## src/rtl/stream_deserializer.sv

```systemverilog
// Serial-to-parallel converter: assembles WIDTH-bit words from a gated bit stream
// and queues them in a DEPTH-entry FIFO with a valid/ready output and sticky overrun.
module stream_deserializer #(
  parameter int unsigned WIDTH     = 8,
  parameter int unsigned DEPTH     = 4,
  parameter bit          MSB_FIRST = 1'b1
) (
  input  logic                       clk,
  input  logic                       rst,
  input  logic                       shift_enable,
  input  logic                       serial_in,
  input  logic                       clear,
  output logic [WIDTH-1:0]           out_data,
  output logic                       out_valid,
  input  logic                       out_ready,
  output logic [$clog2(DEPTH+1)-1:0] level,
  output logic [$clog2(WIDTH)-1:0]   bit_count,
  output logic                       overrun
);

  localparam int unsigned CW = $clog2(WIDTH);
  localparam int unsigned LW = $clog2(DEPTH + 1);
  localparam int unsigned AW = $clog2(DEPTH);

  localparam logic [CW-1:0] LAST_BIT   = CW'(WIDTH - 1);
  localparam logic [LW-1:0] FULL_LEVEL = LW'(DEPTH);

  logic [WIDTH-1:0] sr;
  logic [WIDTH-1:0] sr_next;
  logic [WIDTH-1:0] mem [DEPTH];
  logic [AW:0]      wr_ptr;
  logic [AW:0]      rd_ptr;
  logic             word_done;
  logic             pop;
  logic             push;
  logic             full;

  always_comb begin
    sr_next = sr;
    if (MSB_FIRST) sr_next = {sr[WIDTH-2:0], serial_in};
    else           sr_next = {serial_in, sr[WIDTH-1:1]};
  end

  // Pointers carry one extra wrap bit, so their difference is the fill level.
  assign level     = wr_ptr - rd_ptr;
  assign out_valid = (wr_ptr != rd_ptr);
  assign full      = (level == FULL_LEVEL);
  assign out_data  = out_valid ? mem[rd_ptr[AW-1:0]] : '0;

  assign word_done = shift_enable && !clear && (bit_count == LAST_BIT);
  assign pop       = out_valid && out_ready;
  assign push      = word_done && (!full || pop);

  always_ff @(posedge clk or posedge rst) begin
    if (rst) begin
      sr        <= '0;
      bit_count <= '0;
      wr_ptr    <= '0;
      rd_ptr    <= '0;
      overrun   <= 1'b0;
    end else begin
      if (clear) begin
        sr        <= '0;
        bit_count <= '0;
      end else if (shift_enable) begin
        sr        <= sr_next;
        bit_count <= (bit_count == LAST_BIT) ? '0 : bit_count + 1'b1;
      end

      if (push) wr_ptr <= wr_ptr + 1'b1;
      if (pop)  rd_ptr <= rd_ptr + 1'b1;

      if (clear)                  overrun <= 1'b0;
      else if (word_done && !push) overrun <= 1'b1;
    end
  end

  // NOTE: FIFO storage has no reset; the pointers alone define which entries are valid.
  always_ff @(posedge clk) begin
    if (push) mem[wr_ptr[AW-1:0]] <= sr_next;
  end

endmodule

```

## config.mk

```make
export PLATFORM = sky130hd
export DESIGN_NAME = stream_deserializer
export DESIGN_NICKNAME = d
export VERILOG_FILES = /design/src/rtl/stream_deserializer.sv
export SDC_FILE = /design/constraint.sdc
export NUM_CORES = 1
export LEC_CHECK = 0
export ABC_AREA = 1
export CAP_MARGIN = 0
export CORE_MARGIN = 8
export CORE_UTILIZATION = 34
export DETAILED_ROUTE_END_ITERATION = 10
export DONT_BUFFER_PORTS = 1
export GPL_TIMING_DRIVEN = 0
export HOLD_SLACK_MARGIN = 0.1
export PLACE_DENSITY = 0.45
export SYNTH_ARGS = -nofsm -noshare
export SYNTH_HDL_FRONTEND = slang
export SYNTH_SLANG_ARGS = --single-unit
```

## constraint.sdc

```tcl
create_clock -name clk -period 3.9 [get_ports clk]
set_clock_uncertainty 0.2 [all_clocks]
set_input_delay 0.78 -clock clk [delete_from_list [all_inputs] [get_ports clk]]
set_output_delay 0.78 -clock clk [all_outputs]
set_load 0.005 [all_outputs]
```

==> flow_summary_export.csv <==
group,metric,value,unit
worst_setup_path,crit_path_max_fanout,10,
layout,num-fill-cells,611,
logic_synthesis,ys_seq_elements,49,
cts,cts_setup_buffers,0,
layout,antenna_cells,0,
die,core-area,6280,um^2
logic_synthesis,netlist_area,2190,um^2
route,wl_per_cell,15.2,um
logic_synthesis,postSynthAreaPerCell,10.9,um^2
worst_setup_path,crit_chain,"buf_2, inv_2, ha_1, nand2_1, inv_1, nand3_4, inv_1, a21oi_1",
logic_synthesis,synth_nets,217,
timing,rsz0062_at_grt,"no",
layout,fin_nets,224,
timing,tightest_slew,0.895,ns
timing,finalHoldViolCount,0,
logic_synthesis,ys_warn_count,0,
grt,grt.overflow.total,0,
route,wl,4.34,mm
grt,grt_usage,0.103,
worst_setup_path,setup.worst_path.start,"rd_ptr[1]",
outcome,status,"complete, no violations",
route,viasPerCell,4.77,
route,drt_iter0_drc,57,
worst_setup_path,crit_top_cell,"inv_1",
grt,antenna_found_initial,0,
cts,cts.repair.resized,0,
timing,whs,0.255,ns
cts,cts.sinks,49,
layout,syn2layout_area_growth,8.41,%
pwr,p_total,1.32,mW
cts,cts_tree,"done",
cts,root_buffer,"clkbuf_8",
worst_setup_path,crit_buf_inv,4,
timing,fin_crit,3.05,ns
die,die_h,96.2,um
placement,gp_congestion,0.783,
logic_synthesis,synth_largest_area_cell,"edfxtp_1",
placement,hpwl,3.13,mm
timing,slew_violations,0,
route,drt_pre_antenna_iters,4,
logic_synthesis,syn_inst,201,
timing,setup_tns,0,ns
die,die_area,9260,um^2
worst_setup_path,critical_path.max_stage_delay,0.42,ns
worst_setup_path,cpMaxStageDelayCell,"dfrtp_1",
route,vias,1365,
logic_synthesis,synth_area_leaders,"edfxtp_1 (44%), dfrtp_1 (19%), nor2_1 (6.5%)",
cts,clock_latency,0.30,ns
logic_synthesis,synth.distinct_cells,21,
logic_synthesis,synth_seq_area_share,0.634,
pwr,p_per_area,555,nW/um^2
worst_setup_path,critPathCaptureType,"output port",
timing,fin_crit_sh,0.782,
worst_setup_path,crit_type,"reg2out",
route,postRouteAntennaNets,0,
flow_run,maxCapViolations,0,
timing,setup_viol,0,
die,std_cell_rows,29,
placement,numPortBuffers,0,
logic_synthesis,synth.top_cell.area_share,0.439,
worst_setup_path,worstPathArrival,2.07,ns
worst_setup_path,reg2reg_from,"rd_ptr[1]",
pwr,p_leak,0.953,nW
logic_synthesis,synth-main-ff-cell,"edfxtp_1",
grt,grt_max_degree,18,
pwr,peakVddDrop,0.000159,V
cts,h-tree-depth,2,
logic_synthesis,synth_commonest_cells,"nor2_1 (38), edfxtp_1 (32), inv_1 (29)",
die,start_util,0.349,
worst_setup_path,cp.required,2.92,ns
logic_synthesis,yosysMostFrequentCell,"nor2_1",
logic_synthesis,async_reset_ff_frac,0.347,
cts,postCtsHoldBufs,0,
route,drc,0,
die,io_pins,22,
die,die_w,96.2,um
layout,drive_gt1_frac,0.0909,
min_path,hp-class,"in2async",
timing,slew_headroom,0.401,
cts,numCtsBuffers,5,
grt,grt_pass1_wl,7.19,mm
worst_setup_path,cp-start-kind,"flip-flop",
worst_setup_path,critPathTopFamily,"buffers and inverters",
grt,grt_pass1_vias,1357,
timing,fmax,0.328,GHz
cts,clk_pin_slew,0.09,ns
cts,clk_path_buf_depth,2,
logic_synthesis,synth_edf_count,32,
-- cells by family after synthesis --
kind of cell | Yosys count | synth area share
XOR/XNOR | 3 | 0.0120
AO/OA/AOI/OAI | 35 | 0.0835
buffers and inverters | 35 | 0.0623
AND/OR/NAND/NOR | 68 | 0.144
multiplexers | 1 | 0.00457
adder cells (fa/ha/maj) | 10 | 0.0606
flip-flops | 49 | 0.634
-- worst paths after layout --
kind | endpoint | slack, ns | depth (start not counted)
setup / recovery | out_data[7] | 0.85 | 8
hold / removal | rd_ptr[1] | 0.25 | 1
setup reg to reg | mem[2][2] | 1.02 | 10
hold reg to reg | mem[2][7] | 0.33 | 0
max in group asynchronous | sr[5] | 2.81 | 1
min in group clk | mem[2][7] | 0.33 | 0
-- routing by layer --
metal | global-route usage | wire [um] | part of all wire | up-vias
li1 | - | - | - | 677
met1 | 0.131 | 2000 | 0.46 | 660
met2 | 0.161 | 2050 | 0.47 | 20
met3 | 0.0296 | 217 | 0.050 | 8
met4 | 0.0423 | 73 | 0.017 | 0
met5 | 0 | 0 | 0 | -
-- cell type report --
cell class	instances	area, um^2	area share
plain buffers	5	23.8	0.0100
clock buffers	6	72.6	0.0306
clock inverters	2	15.0	0.00633
inverters	30	113	0.0475
multi-input cells	117	666	0.281
flip-flops and latches	49	1390	0.584
well taps	77	96.3	0.0406
-- sequential cells by signal (all words and copies together), names as in the netlist --
signal / count
rd_ptr: 3
mem: 32
sr: 7
wr_ptr: 3
overrun: 1
bit_count: 3
-- metrics by stage --
stage                     instances  area (um^2)  setup slack [ns]   util
final                           286         2370             0.852  0.378
after global routing            286         2370             0.685  0.378
after CTS                       286         2370             0.794  0.378
after detailed placement        278         2280             0.966  0.364
after global placement          278         2280             0.978  0.364
after floorplan                 201         2190              1.54      -
-- power by group --
group | internal [mW] | switching (mW) | leakage, nW
sequential | 0.570 | 0.0198 | 0.523
clock | 0.126 | 0.167 | 0.0374
combinational | 0.140 | 0.294 | 0.393
total | 0.837 | 0.480 | 0.953
-- placed cells by master, fill, tap and decap left out, drive strengths merged --
cell / instances
a21oi: 9
buf: 4
clkbuf: 7
clkinvlp: 2
dfrtp: 17
edfxtp: 32
fa: 1
ha: 9
inv: 30
mux2i: 1
nand2: 20
nand3: 9
nor2: 38
o21ai: 20
o22ai: 6
or2: 1
xor2: 3
Power figures use the tool's default switching activity.
